## src/rtl/alu_collect_pkg.sv

```systemverilog
// Shared types for the ALU operand collector: FSM states, operand-need mask
// and the command decode that says which operands each command consumes.
package alu_collect_pkg;

    typedef enum logic [1:0] {
        IDLE  = 2'd0,
        WAIT  = 2'd1,
        ISSUE = 2'd2
    } state_t;

    // bit 0 = operand A needed, bit 1 = operand B needed
    typedef logic [1:0] op_need_t;

    localparam op_need_t NEED_NONE = 2'b00;
    localparam op_need_t NEED_A    = 2'b01;
    localparam op_need_t NEED_B    = 2'b10;
    localparam op_need_t NEED_AB   = 2'b11;

    localparam logic MODE_ARITH = 1'b1;
    localparam logic MODE_LOGIC = 1'b0;

    typedef struct packed {
        op_need_t need;
        logic     illegal;
    } need_res_t;

    // Commands wider than 4 bits decode as illegal above 15.
    function automatic need_res_t need_ops(input logic mode, input logic [31:0] cmd);
        need_res_t r;
        r.need    = NEED_NONE;
        r.illegal = 1'b1;
        if (mode == MODE_ARITH) begin
            case (cmd)
                32'd0, 32'd1, 32'd2, 32'd3,
                32'd8, 32'd9, 32'd10:        begin r.need = NEED_AB; r.illegal = 1'b0; end
                32'd4, 32'd5:                begin r.need = NEED_A;  r.illegal = 1'b0; end
                32'd6, 32'd7:                begin r.need = NEED_B;  r.illegal = 1'b0; end
                default: ;
            endcase
        end else if (mode == MODE_LOGIC) begin
            case (cmd)
                32'd0, 32'd1, 32'd2, 32'd3,
                32'd4, 32'd5, 32'd12, 32'd13: begin r.need = NEED_AB; r.illegal = 1'b0; end
                32'd6, 32'd8, 32'd9:          begin r.need = NEED_A;  r.illegal = 1'b0; end
                32'd7, 32'd10, 32'd11:        begin r.need = NEED_B;  r.illegal = 1'b0; end
                default: ;
            endcase
        end
        return r;
    endfunction

endpackage

```

## src/rtl/alu_collect_timer.sv

```systemverilog
// Wait counter for a missing operand: clock-enable gated, clears outside WAIT,
// flags expiry on its last allowed cycle and parks there instead of wrapping.
module alu_collect_timer #(
    parameter int TIMEOUT_CYC = 16
) (
    input  logic clk,
    input  logic rst,
    input  logic ce,
    input  logic clr_i,
    input  logic inc_i,
    output logic expire_o
);
    localparam int CW = $clog2(TIMEOUT_CYC) + 1;
    localparam logic [CW-1:0] LAST = CW'(TIMEOUT_CYC - 1);

    logic [CW-1:0] cnt_q, cnt_d;

    always_comb begin
        cnt_d = cnt_q;
        if (clr_i)
            cnt_d = '0;
        else if (inc_i && cnt_q != LAST)
            cnt_d = cnt_q + 1'b1;
    end

    always_ff @(posedge clk or posedge rst) begin
        if (rst)
            cnt_q <= '0;
        else if (ce)
            cnt_q <= cnt_d;
    end

    assign expire_o = (cnt_q == LAST);

endmodule

```

## src/rtl/alu_operand_collector.sv

```systemverilog
// Collects split-arrival operands into one op and issues it to the ALU core.
// Optional ALU_COLLECT_STATS_EN adds saturating timeout/illegal-cmd counters.
module alu_operand_collector
    import alu_collect_pkg::*;
#(
    parameter int WIDTH       = 8,
    parameter int CMD_WIDTH   = 4,
    parameter int TIMEOUT_CYC = 16
) (
    input  logic                 clk,
    input  logic                 rst,
    input  logic                 ce,
    input  logic [WIDTH-1:0]     opa,
    input  logic [WIDTH-1:0]     opb,
    input  logic                 cin,
    input  logic                 mode,
    input  logic [CMD_WIDTH-1:0] cmd,
    input  logic [1:0]           inp_valid,
    output logic                 in_ready,
    output logic [WIDTH-1:0]     o_opa,
    output logic [WIDTH-1:0]     o_opb,
    output logic                 o_cin,
    output logic                 o_mode,
    output logic [CMD_WIDTH-1:0] o_cmd,
    output logic                 o_valid,
    input  logic                 o_ready,
    output logic                 o_err
`ifdef ALU_COLLECT_STATS_EN
    ,
    output logic [15:0]          stat_timeouts,
    output logic [15:0]          stat_illegal
`endif
);

    state_t state_q, state_d;

    logic [WIDTH-1:0]     opa_q, opa_d, opb_q, opb_d;
    logic [CMD_WIDTH-1:0] cmd_q, cmd_d;
    logic                 cin_q, cin_d, mode_q, mode_d, err_q, err_d;
    op_need_t             need_q, need_d, have_q, have_d;

    need_res_t in_need;
    op_need_t  cap;
    logic      wait_done, expire;

    assign in_need   = need_ops(mode, 32'(cmd));
    // Only operands the command needs and we do not yet hold are accepted.
    assign cap       = need_q & ~have_q & inp_valid;
    assign wait_done = (need_q & ~have_q & ~inp_valid) == NEED_NONE;

    alu_collect_timer #(.TIMEOUT_CYC(TIMEOUT_CYC)) u_timer (
        .clk      (clk),
        .rst      (rst),
        .ce       (ce),
        .clr_i    (state_q != WAIT),
        .inc_i    (state_q == WAIT),
        .expire_o (expire)
    );

    always_ff @(posedge clk or posedge rst) begin
        if (rst)
            state_q <= IDLE;
        else if (ce)
            state_q <= state_d;
    end

    always_comb begin
        state_d = state_q;
        case (state_q)
            IDLE: if (|inp_valid) begin
                if (in_need.illegal || (in_need.need & ~inp_valid) == NEED_NONE)
                    state_d = ISSUE;
                else
                    state_d = WAIT;
            end
            WAIT:    if (wait_done || expire) state_d = ISSUE;
            ISSUE:   if (o_ready) state_d = IDLE;
            default: state_d = IDLE;
        endcase
    end

    // Reset drops in_ready too, so the upstream never sees acceptance mid-reset.
    always_comb begin
        in_ready = (state_q != ISSUE) && !rst;
        o_valid  = (state_q == ISSUE);
    end

    always_comb begin
        opa_d  = opa_q;
        opb_d  = opb_q;
        cmd_d  = cmd_q;
        cin_d  = cin_q;
        mode_d = mode_q;
        need_d = need_q;
        have_d = have_q;
        err_d  = err_q;
        case (state_q)
            IDLE: if (|inp_valid) begin
                opa_d  = inp_valid[0] ? opa : '0;
                opb_d  = inp_valid[1] ? opb : '0;
                cmd_d  = cmd;
                cin_d  = cin;
                mode_d = mode;
                need_d = in_need.need;
                have_d = inp_valid;
                err_d  = in_need.illegal;
            end
            WAIT: begin
                if (cap[0]) opa_d = opa;
                if (cap[1]) opb_d = opb;
                have_d = have_q | cap;
                err_d  = expire && !wait_done;
            end
            default: ;
        endcase
    end

    always_ff @(posedge clk or posedge rst) begin
        if (rst) begin
            opa_q  <= '0;
            opb_q  <= '0;
            cmd_q  <= '0;
            cin_q  <= 1'b0;
            mode_q <= 1'b0;
            need_q <= NEED_NONE;
            have_q <= NEED_NONE;
            err_q  <= 1'b0;
        end else if (ce) begin
            opa_q  <= opa_d;
            opb_q  <= opb_d;
            cmd_q  <= cmd_d;
            cin_q  <= cin_d;
            mode_q <= mode_d;
            need_q <= need_d;
            have_q <= have_d;
            err_q  <= err_d;
        end
    end

    assign o_opa  = opa_q;
    assign o_opb  = opb_q;
    assign o_cin  = cin_q;
    assign o_mode = mode_q;
    assign o_cmd  = cmd_q;
    assign o_err  = err_q;

`ifdef ALU_COLLECT_STATS_EN
    logic [15:0] stat_to_q, stat_to_d, stat_il_q, stat_il_d;
    logic        timeout_evt, illegal_evt;

    assign timeout_evt = (state_q == WAIT) && !wait_done && expire;
    assign illegal_evt = (state_q == IDLE) && (|inp_valid) && in_need.illegal;

    always_comb begin
        stat_to_d = stat_to_q;
        stat_il_d = stat_il_q;
        if (timeout_evt && stat_to_q != 16'hFFFF) stat_to_d = stat_to_q + 16'd1;
        if (illegal_evt && stat_il_q != 16'hFFFF) stat_il_d = stat_il_q + 16'd1;
    end

    always_ff @(posedge clk or posedge rst) begin
        if (rst) begin
            stat_to_q <= '0;
            stat_il_q <= '0;
        end else if (ce) begin
            stat_to_q <= stat_to_d;
            stat_il_q <= stat_il_d;
        end
    end

    assign stat_timeouts = stat_to_q;
    assign stat_illegal  = stat_il_q;
`endif

endmodule

```

## config.mk

```make
export PLATFORM = sky130hd
export DESIGN_NAME = alu_operand_collector
export DESIGN_NICKNAME = d
export VERILOG_FILES = /design/src/rtl/alu_collect_pkg.sv /design/src/rtl/alu_collect_timer.sv /design/src/rtl/alu_operand_collector.sv
export SDC_FILE = /design/constraint.sdc
export NUM_CORES = 1
export LEC_CHECK = 0
export CORE_ASPECT_RATIO = 1.1
export CORE_UTILIZATION = 50
export CTS_CLUSTER_SIZE = 40
export DETAILED_ROUTE_END_ITERATION = 12
export DONT_BUFFER_PORTS = 1
export MAX_ROUTING_LAYER = met4
export PLACE_DENSITY_LB_ADDON = 0.25
export SKIP_LAST_GASP = 1
export SLEW_MARGIN = 20
export SYNTH_ARGS = -nofsm -noshare
export SYNTH_HDL_FRONTEND = slang
export SYNTH_SLANG_ARGS = --single-unit
```

## constraint.sdc

```tcl
create_clock -name clk -period 5.2 [get_ports clk]
set_clock_uncertainty 0.15 [all_clocks]
set_input_delay 1.56 -clock clk [delete_from_list [all_inputs] [get_ports clk]]
set_output_delay 1.56 -clock clk [all_outputs]
set_load 0.05 [all_outputs]
```

==> impl_results.md, run 1 <==
- Status: finished, violations left
- Failing checks: design-rule violations
- Most area-consuming cells after synthesis: dfrtp_1 50%, nand2_1 9.1%, o21ai_0 7.1%, mux2_2 3.3%, a21oi_1 2.4%
- CP Capture Type: output port
- First-pass GRT wire length: 5490 um
- Highest Clock Rate: 255 MHz
- Slew HR: 37.9%
- Via count: 1311
- Ports: 53
- Final worst slack: 1.27 ns
- Vias in the first global route: 1300
- GR Util All Layers: 20.3%
- Antenna Violating Nets Remaining: 0
- Die Ht: 63.1 um
- Share of the synthesized area in the top cell type: 50.1%
- Fraction of layout cells with a size suffix above 1: 9.78%
- Slew of the pin with the lowest slew margin: 0.929 ns
- Latest clock arrival within the worst-skew pair: 0.33 ns
- Distinct cell type count after synthesis: 40
- Gpl congestion: 0.793
- Routed WL: 3270 um
- Commonest non-fill, non-tap cell in the layout: nand2_1
- H-tree Lvls: 2
- Cts hold-fix bufs: 0
- Crit-path slowest cell: nor2_1
- Setup TNS: 0 ns
- VDD IR-drop max: 0.000279 V
- # diodes: 0
- Mapped Cells: 183
- CTS Root Cell: clkbuf_4
- CTS tree: done
- FF-to-FF path depth: 7
- Unrepaired setup endpoints after global routing: false
- Leakage power: 0.000817 uW
- Hold endpoint: u_timer.cnt_q[4]$_DFFE_PP0P_
- Finished Cell Area: 1760 sq um
- Final Setup Violations: 0
- Dpl cell area: 1700 sq um
- Syn. warnings: 0
- Grt ovf: 0
- Synthesized area: 1700 sq um
- Quantity of I/O buffers inserted on ports: 0
- Core area: 3130 sq um
- Reg2Reg Capture Point: u_timer.cnt_q[3]$_DFFE_PP0P_
- CTS clk-pin slew, worst paths: 0.10 ns
- Max_cap viols: 0
- CP Class: in2out
- Initial core utilization: 54.3%
- Place WS: 1.27 ns
- DR vias/cell: 6.01
- Tcrit/Tclk final: 75.5%
- Crit path cell chain: nor2_1
- Post-CTS Setup Bufs: 0
- Cell family with most CP delay: simple AND/OR/NAND/NOR gates
- Seq/Total Area, Yosys: 50.1%
- Hold depth: 2
- Area occupied by multi-input gates: 757 sq um
- Synth-to-Final Area Change: 3.47%
- Final nets: 213
- DRC: 6
- Worst path bufs/invs: 0
- FILL cells: 282
- FF+latch count, synth: 34
- First drt pass iteration count: 9
- Most frequent cells in the layout: 41 x nand2_1, 34 x dfrtp_1, 24 x o21ai_0
- Startpoint type of the worst setup path: input port
- Required time of the worst setup path: 3.49 ns
- Post_cts resized: 0
- TritonCTS Buffers: 5
- Largest net degree at the start of global routing: 35
- Slew Viols, Final: 0
- Synth Net Count: 213
- Longest Clk Path Bufs: 2
- Area leader, netlist: dfrtp_1
- Post-DP HPWL: 2400 um
- Critical path peak fanout: 2
- Mean post-synth cell area: 9.27 sq um
- Reg-to-reg setup timing slack: 3.23 ns
- Storage cell area: 851 sq um
- Final core utilization: 56.1%
- Antenna violations before repair: 0
- Hold path startpoint: u_timer.cnt_q[4]$_DFFE_PP0P_
- Worst path max stage delay: 0.66 ns
- FP Rows: 21
- Worst min path class: reg2reg
- Minimum clock period: 3.93 ns
- Die W: 57.5 um
- Starting DRT DRC Count: 73
- Die footprint: 3630 sq um
- R2R Path Start: u_timer.cnt_q[0]$_DFFE_PP0P_
- Power per standard cell area: 671 nW/um^2
- Clk sinks: 34
- Worst EP arrival: 2.22 ns
- Final hold vios: 0
- Average wire per standard cell: 15.0 um
[state kept, by name, summed over array words and instances (netlist names)]
| signal | cells |
|---|---|
| o_cin | 1 |
| u_timer.cnt_q | 5 |
| state_q | 2 |
| o_mode | 1 |
| have_q | 2 |
| o_opa | 8 |
| o_err | 1 |
| o_cmd | 4 |
| need_q | 2 |
| o_opb | 8 |
[power breakdown]
group | leakage (uW) | internal, uW | switching (uW)
registers | 0.000432 | 370 | 386
clock network | 0.0000353 | 65.4 | 83.7
logic | 0.000349 | 106 | 168
[metrics by stage]
stage | hold slack [ns] | power [uW] | instances
6_report | 0.346 | 1180 | 218
5_1_grt | 0.402 | 1250 | 218
4_1_cts | 0.353 | 1190 | 218
3_5_place_dp | 0.330 | 1040 | 210
3_3_place_gp | 0.323 | 1020 | 210
2_1_floorplan | 0.300 | 983 | 183
[synthesized netlist by cell type (all sizes together)]
master,count
a211oi,1
o211ai,4
nand3b,1
mux2,5
and4,1
or3b,2
nor3,2
o21ai,28
and2,1
inv,10
o22a,1
or3,1
nor4b,1
o32ai,1
a21oi,8
and2b,1
a31oi,1
a21boi,2
nand2,41
o2111ai,1
nand3,2
nor2b,4
a22o,2
and3,3
clkbuf,1
a211o,1
a2bb2oi,1
nor4bb,1
buf,7
and3b,2
dfrtp,34
nor2,5
nor4,1
ha,2
nand2b,4
[logic make-up after synthesis]
logic type / synth area share, %
adders and majority gates: 1.47
and+or+nand+nor: 21.5
DFF: 50.1
AOI/OAI and AO/OA: 18.3
muxes: 3.32
buffers and inverters: 5.24
[area by class of cell]
cell class                 instances  area share, %
clock buffer                       7           3.14
clock inverter                     1          0.285
inverter                          10           2.14
multi-input combinational        131           43.1
sequential                        34           48.5
tap                               34           2.42
timing repair buffer               1          0.428
[layer usage]
metal / track usage, % / routed length, um / vias to the layer above
met5: - / 0 / -
met4: 8.23 / 43 / 0
met3: 7.19 / 273 / 4
met2: 34.0 / 1560 / 56
met1: 21.7 / 1400 / 618
li1: - / - / 633
[worst max-delay path by stage]
stage               startpoint  endpoint  slack (ns)  depth (start not counted)
finish                     rst  in_ready        1.27                          1
global route               rst  in_ready        1.24                          1
CTS                        rst  in_ready        1.27                          1
detailed placement         rst  in_ready        1.27                          1
global placement           rst  in_ready        1.26                          1
floorplan                  rst  in_ready        1.28                          1
(Power assumes the default switching activity.)
==> run 2, diff against run 1 <==
==> constraint.sdc (replaced) <==
create_clock -name clk -period 3.4 [get_ports clk]
set_clock_uncertainty 0.15 [all_clocks]
set_input_delay 1.02 -clock clk [delete_from_list [all_inputs] [get_ports clk]]
set_output_delay 1.02 -clock clk [all_outputs]
set_load 0.05 [all_outputs]
==> run 2 against run 1 <==
Global-route usage decreased by 0.61 points. Worst hold slack better by 0.019 ns. Utilization up 0.72 points. The flow still finishes with violations (design-rule violations). Critical path depth increased by 4. Final area grew 1.3%. Largest cell class unchanged.
==> impl_results.md, run 2 (synthesis results as in run 1) <==
- Initial core utilization: 54.3% (unchanged)
- Final Instance Count excl. Fillers: 221 (was 218)
- Crit-path slowest cell: dfrtp_1 (was nor2_1)
- Clk sinks: 34 (unchanged)
- H-tree Lvls: 2 (unchanged)
- Comb power frac: 24.1% (was 23.3%)
- Antenna violations before repair: 0 (unchanged)
- Hold depth: 2 (unchanged)
- Startpoint type of the worst setup path: register (was input port)
- Cts hold-fix bufs: 0 (unchanged)
- Synth-to-Final Area Change: 4.79% (was 3.47%)
- Gpl congestion: 0.762 (was 0.793)
- Average wire per standard cell: 14.7 um (was 15.0 um)
- Slew HR: 58.7% (was 37.9%)
- Worst EP arrival: 1.46 ns (was 2.22 ns)
- Post_cts resized: 0 (unchanged)
- Final Setup Violations: 0 (unchanged)
- Crit path cell chain: inv_1, nor2_1, buf_4, nor2_1, buf_4 (was nor2_1)
- Hold endpoint: need_q[0]$_DFFE_PP0P_ (was u_timer.cnt_q[4]$_DFFE_PP0P_)
- Power per standard cell area: 1020 nW/um^2 (was 671 nW/um^2)
- Switch Pwr: 974 uW (was 637 uW)
- Longest Clk Path Bufs: 2 (unchanged)
- Routed WL: 3260 um (was 3270 um)
- Failing checks: design-rule violations (unchanged)
- Hold path startpoint: need_q[0]$_DFFE_PP0P_ (was u_timer.cnt_q[4]$_DFFE_PP0P_)
- Required time of the worst setup path: 2.23 ns (was 3.49 ns)
- GR Util All Layers: 19.7% (was 20.3%)
- First drt pass iteration count: 10 (was 9)
- Slew Viols, Final: 0 (unchanged)
- DR vias/cell: 5.83 (was 6.01)
- Fraction of layout cells with a size suffix above 1: 11.2% (was 9.78%)
- Switching part of the total power: 53.5% (was 54.1%)
- CTS tree: done (unchanged)
- Reg-to-reg setup timing slack: 1.44 ns (was 3.23 ns)
- Setup TNS: 0 ns (unchanged)
- Vias in the first global route: 1269 (was 1300)
- Max_cap viols: 0 (unchanged)
- Slew of the pin with the lowest slew margin: 0.617 ns (was 0.929 ns)
- CP Capture Type: output port (unchanged)
- Final hold vios: 0 (unchanged)
- VDD IR-drop max: 0.000509 V (was 0.000279 V)
- Minimum clock period: 2.63 ns
- Die Ht: 63.1 um (unchanged)
- Reg2Reg Capture Point: u_timer.cnt_q[3]$_DFFE_PP0P_ (unchanged)
- CP Class: reg2out (was in2out)
- Worst min path class: reg2reg (unchanged)
- Final nets: 216 (was 213)
- Post-DP HPWL: 2380 um (was 2400 um)
- Die W: 57.5 um (unchanged)
- Clk network pwr share: 12.6% (was 12.7%)
- CTS clk-pin slew, worst paths: 0.10 ns (about the same)
- R2R Path Start: u_timer.cnt_q[0]$_DFFE_PP0P_ (unchanged)
- DRC: 7 (was 6)
- Latest clock arrival within the worst-skew pair: 0.32 ns (was 0.33 ns)
- CP startpoint: state_q[1]$_DFFE_PP0P_ (was rst)
- Most frequent cells in the layout: 41 x nand2_1, 34 x dfrtp_1, 24 x o21ai_0 (unchanged)
- Core area: 3130 sq um (unchanged)
- CTS Root Cell: clkbuf_4 (unchanged)
- Status: finished, violations left (unchanged)
- First-pass GRT wire length: 5360 um (was 5490 um)
- Post-CTS Setup Bufs: 0 (unchanged)
- Leakage power: 0.000831 uW (was 0.000817 uW)
- Grt ovf: 0 (unchanged)
- Inst Count DP: 213 (was 210)
- Critical path peak fanout: 8 (was 2)
- Via count: 1289 (was 1311)
- FP Rows: 21 (unchanged)
- # diodes: 0 (unchanged)
- Dpl cell area: 1720 sq um (was 1700 sq um)
- Cell family with most CP delay: buffers and inverters (was simple AND/OR/NAND/NOR gates)
- Worst path bufs/invs: 3 (was 0)
- Int Pwr: 846 uW (was 541 uW)
- Unrepaired setup endpoints after global routing: false (unchanged)
- Quantity of I/O buffers inserted on ports: 0 (unchanged)
- Antenna Violating Nets Remaining: 0 (unchanged)
- Highest Clock Rate: 380 MHz
- Die footprint: 3630 sq um (unchanged)
- Worst path max stage delay: 0.46 ns (was 0.66 ns)
- Ports: 53 (unchanged)
- Total power: 1820 uW (was 1180 uW)
- FF-to-FF path depth: 7 (unchanged)
- Commonest non-fill, non-tap cell in the layout: nand2_1 (unchanged)
- Sequential power share: 63.3% (was 64.1%)
- Largest net degree at the start of global routing: 35 (unchanged)
- TritonCTS Buffers: 5 (unchanged)
- Finished Cell Area: 1780 sq um (was 1760 sq um)
- Final Hold Slack: 0.366 ns (was 0.346 ns)
- Starting DRT DRC Count: 93 (was 73)
- Tcrit/Tclk final: 77.4%
run 2: cell type report:
cell class	count	area (sq um)
repair buffers	4	30.0
inverters	10	37.5
flip-flops and latches	34	851
multi-input cells	131	757
well taps	34	42.5
clock buffers	7	55.1
fillers	301	1350
clock inverters	1	5.00
run 2: layer usage:
layer / GRT usage (%) / wire length (um) / vias to the layer above
met5: - / 0 / -
met4: 7.62 / 53 / 0
li1: - / - / 637
met2: 32.0 / 1480 / 46
met3: 7.60 / 251 / 5
met1: 21.7 / 1470 / 601
run 2: tightest hold or removal path: cells and delay by family, from the launching register on:
kind,cells,cell delay (ns)
AOI/OAI and AO/OA,1,0.06
DFF,1,0.38
and+or+nand+nor,1,0.05
run 2: power groups by stage:
stage | combinational (uW) | sequential [uW] | clock, uW
after detailed placement | 445 | 1160 | 0
after global placement | 419 | 1160 | 0
final | 439 | 1150 | 229
after floorplan | 376 | 1130 | 0
after CTS | 446 | 1150 | 237
after global routing | 504 | 1180 | 253
run 2: through the flow:
| step | utilization, % | setup slack (ns) |
|---|---|---|
| after floorplan | - | 0.556 |
| after global placement | 54.9 | 0.927 |
| after detailed placement | 54.9 | 0.918 |
| after CTS | 56.9 | 0.751 |
| after global routing | 56.9 | 0.668 |
| final | 56.9 | 0.769 |
run 2: how the worst max path moves through the flow:
stage,end,cells past startpoint
after floorplan,in_ready,1
after global placement,in_ready,2
after detailed placement,in_ready,2
after CTS,in_ready,5
after global routing,in_ready,5
final,in_ready,5
==> run 3, diff against run 2 <==
==> constraint.sdc (replaced) <==
create_clock -name clk -period 2.6 [get_ports clk]
set_clock_uncertainty 0.15 [all_clocks]
set_input_delay 0.78 -clock clk [delete_from_list [all_inputs] [get_ports clk]]
set_output_delay 0.78 -clock clk [all_outputs]
set_load 0.05 [all_outputs]
==> run 3 against run 2 <==
The flow still finishes with violations (design-rule violations). Die area did not move. Final cell count did not move. Worst hold slack got worse by 0.099 ns. Utilization did not move.
==> impl_results.md, run 3 (synthesis results as in run 1) <==
- Largest net degree at the start of global routing: 35 (unchanged)
- DR vias/cell: 5.79 (was 5.83)
- Minimum clock period: 2.23 ns
- Status: finished, violations left (unchanged)
- GR Util All Layers: 20.3% (was 19.7%)
- Leakage power: 0.000831 uW (unchanged)
- Routed WL: 3250 um (was 3260 um)
- CTS tree: done (unchanged)
- Fraction of layout cells with a size suffix above 1: 11.2% (unchanged)
- Final nets: 216 (unchanged)
- FF-to-FF path depth: 7 (unchanged)
- Worst EP arrival: 1.30 ns (was 1.46 ns)
- Failing checks: design-rule violations (unchanged)
- TritonCTS Buffers: 5 (unchanged)
- Slew Viols, Final: 0 (unchanged)
- Commonest non-fill, non-tap cell in the layout: nand2_1 (unchanged)
- Reg2Reg Capture Point: u_timer.cnt_q[3]$_DFFE_PP0P_ (unchanged)
- Required time of the worst setup path: 1.67 ns (was 2.23 ns)
- CTS Root Cell: clkbuf_4 (unchanged)
- Worst min path class: in2async (was reg2reg)
- FILL cells: 284 (was 301)
- Final Setup Violations: 0 (unchanged)
- Clk network pwr share: 12.6% (about the same)
- H-tree Lvls: 2 (unchanged)
- Switching part of the total power: 53.5% (about the same)
- First-pass GRT wire length: 5540 um (was 5360 um)
- Final core utilization: 56.9% (unchanged)
- Power per standard cell area: 1340 nW/um^2 (was 1020 nW/um^2)
- Critical path peak fanout: 8 (unchanged)
- Gpl congestion: 0.847 (was 0.762)
- Most frequent cells in the layout: 41 x nand2_1, 34 x dfrtp_1, 24 x o21ai_0 (unchanged)
- DRC: 6 (was 7)
- Reg-to-reg setup timing slack: 0.55 ns (was 1.44 ns)
- Final worst slack: 0.372 ns (was 0.769 ns)
- Post-DP HPWL: 2310 um (was 2380 um)
- Ports: 53 (unchanged)
- Int Pwr: 1110 uW (was 846 uW)
- Antenna violations before repair: 0 (unchanged)
- Clk sinks: 34 (unchanged)
- Setup TNS: 0 ns (unchanged)
- Highest Clock Rate: 449 MHz
- Place WS: 0.605 ns (was 0.918 ns)
- Post-CTS Setup Bufs: 0 (unchanged)
- Vias in the first global route: 1281 (was 1269)
- Cts hold-fix bufs: 0 (unchanged)
- Core area: 3130 sq um (unchanged)
- Antenna Violating Nets Remaining: 0 (unchanged)
- CTS clk-pin slew, worst paths: 0.10 ns (about the same)
- FP Rows: 21 (unchanged)
- Grt ovf: 0 (unchanged)
- # diodes: 0 (unchanged)
- Startpoint type of the worst setup path: register (unchanged)
- Tcrit/Tclk final: 85.7%
- Sequential power share: 63.5% (was 63.3%)
- Max_cap viols: 0 (unchanged)
- VDD IR-drop max: 0.000638 V (was 0.000509 V)
- Slew of the pin with the lowest slew margin: 0.589 ns (was 0.617 ns)
- CP Capture Type: output port (unchanged)
- Slew HR: 60.6% (was 58.7%)
- Post_cts resized: 0 (unchanged)
- Longest Clk Path Bufs: 2 (unchanged)
- Initial core utilization: 54.3% (unchanged)
- Die Ht: 63.1 um (unchanged)
- Switch Pwr: 1270 uW (was 974 uW)
- Unrepaired setup endpoints after global routing: false (unchanged)
- Starting DRT DRC Count: 62 (was 93)
- First drt pass iteration count: 10 (unchanged)
- Latest clock arrival within the worst-skew pair: 0.33 ns (was 0.32 ns)
- Quantity of I/O buffers inserted on ports: 0 (unchanged)
- Final hold vios: 0 (unchanged)
- Area occupied by multi-input gates: 757 sq um (unchanged)
- Via count: 1279 (was 1289)
- CP Class: reg2out (unchanged)
- Die footprint: 3630 sq um (unchanged)
- Storage cell area: 851 sq um (unchanged)
- Synth-to-Final Area Change: 4.79% (unchanged)
- R2R Path Start: u_timer.cnt_q[0]$_DFFE_PP0P_ (unchanged)
- Comb power frac: 23.9% (was 24.1%)
- Die W: 57.5 um (unchanged)
- Average wire per standard cell: 14.7 um (about the same)
## run 3: cell counts in the layout (fill, tap and decap cells not counted)
Identical to the previous run, type by type.
## run 3: worst max-delay path, stage by stage, from the launching register on
cell,delay (ns)
dfrtp_1,0.47
inv_1,0.11
nor2_1,0.15
nor2_1,0.05
buf_4,0.18
## run 3: routing by layer
metal	GRT usage [%]	part of all wire, %	vias up
met2	33.7	47	48
met1	23.1	44	586
met4	6.40	1.4	0
met3	6.37	6.9	5
li1	-	-	640
met5	-	0	-
## run 3: worst max path at each step
stage	start	slack (ns)	to
after floorplan	state_q[1]$_DFFE_PP0P_	0.04	in_ready
after global placement	rst	0.61	in_ready
after detailed placement	rst	0.61	in_ready
after CTS	state_q[1]$_DFFE_PP0P_	0.35	in_ready
after global routing	state_q[1]$_DFFE_PP0P_	0.27	in_ready
final	state_q[1]$_DFFE_PP0P_	0.37	in_ready
## run 3: power groups by stage
stage,sequential (uW),clock (uW),combinational (uW)
after global routing,1540,328,667
after CTS,1510,310,576
after detailed placement,1530,0,575
final,1510,299,569
after floorplan,1470,0,492
after global placement,1520,0,548
## run 3: final cells by class
class / instances / area share [%]
Sequential cell: 34 / 47.9
Tap cell: 34 / 2.39
Clock buffer: 7 / 3.10
Inverter: 10 / 2.11
Timing Repair Buffer: 4 / 1.69
Multi-Input combinational cell: 131 / 42.6
Clock inverter: 1 / 0.281
## run 3: stage by stage
| step | total power (uW) | hold slack, ns | instance area, sq um | std cells |
|---|---|---|---|---|
| after floorplan | 1970 | 0.300 | 1700 | 183 |
| after CTS | 2400 | 0.269 | 1780 | 221 |
| after global placement | 2060 | 0.322 | 1720 | 213 |
| after global routing | 2540 | 0.299 | 1780 | 221 |
| after detailed placement | 2100 | 0.321 | 1720 | 213 |
| final | 2380 | 0.267 | 1780 | 221 |
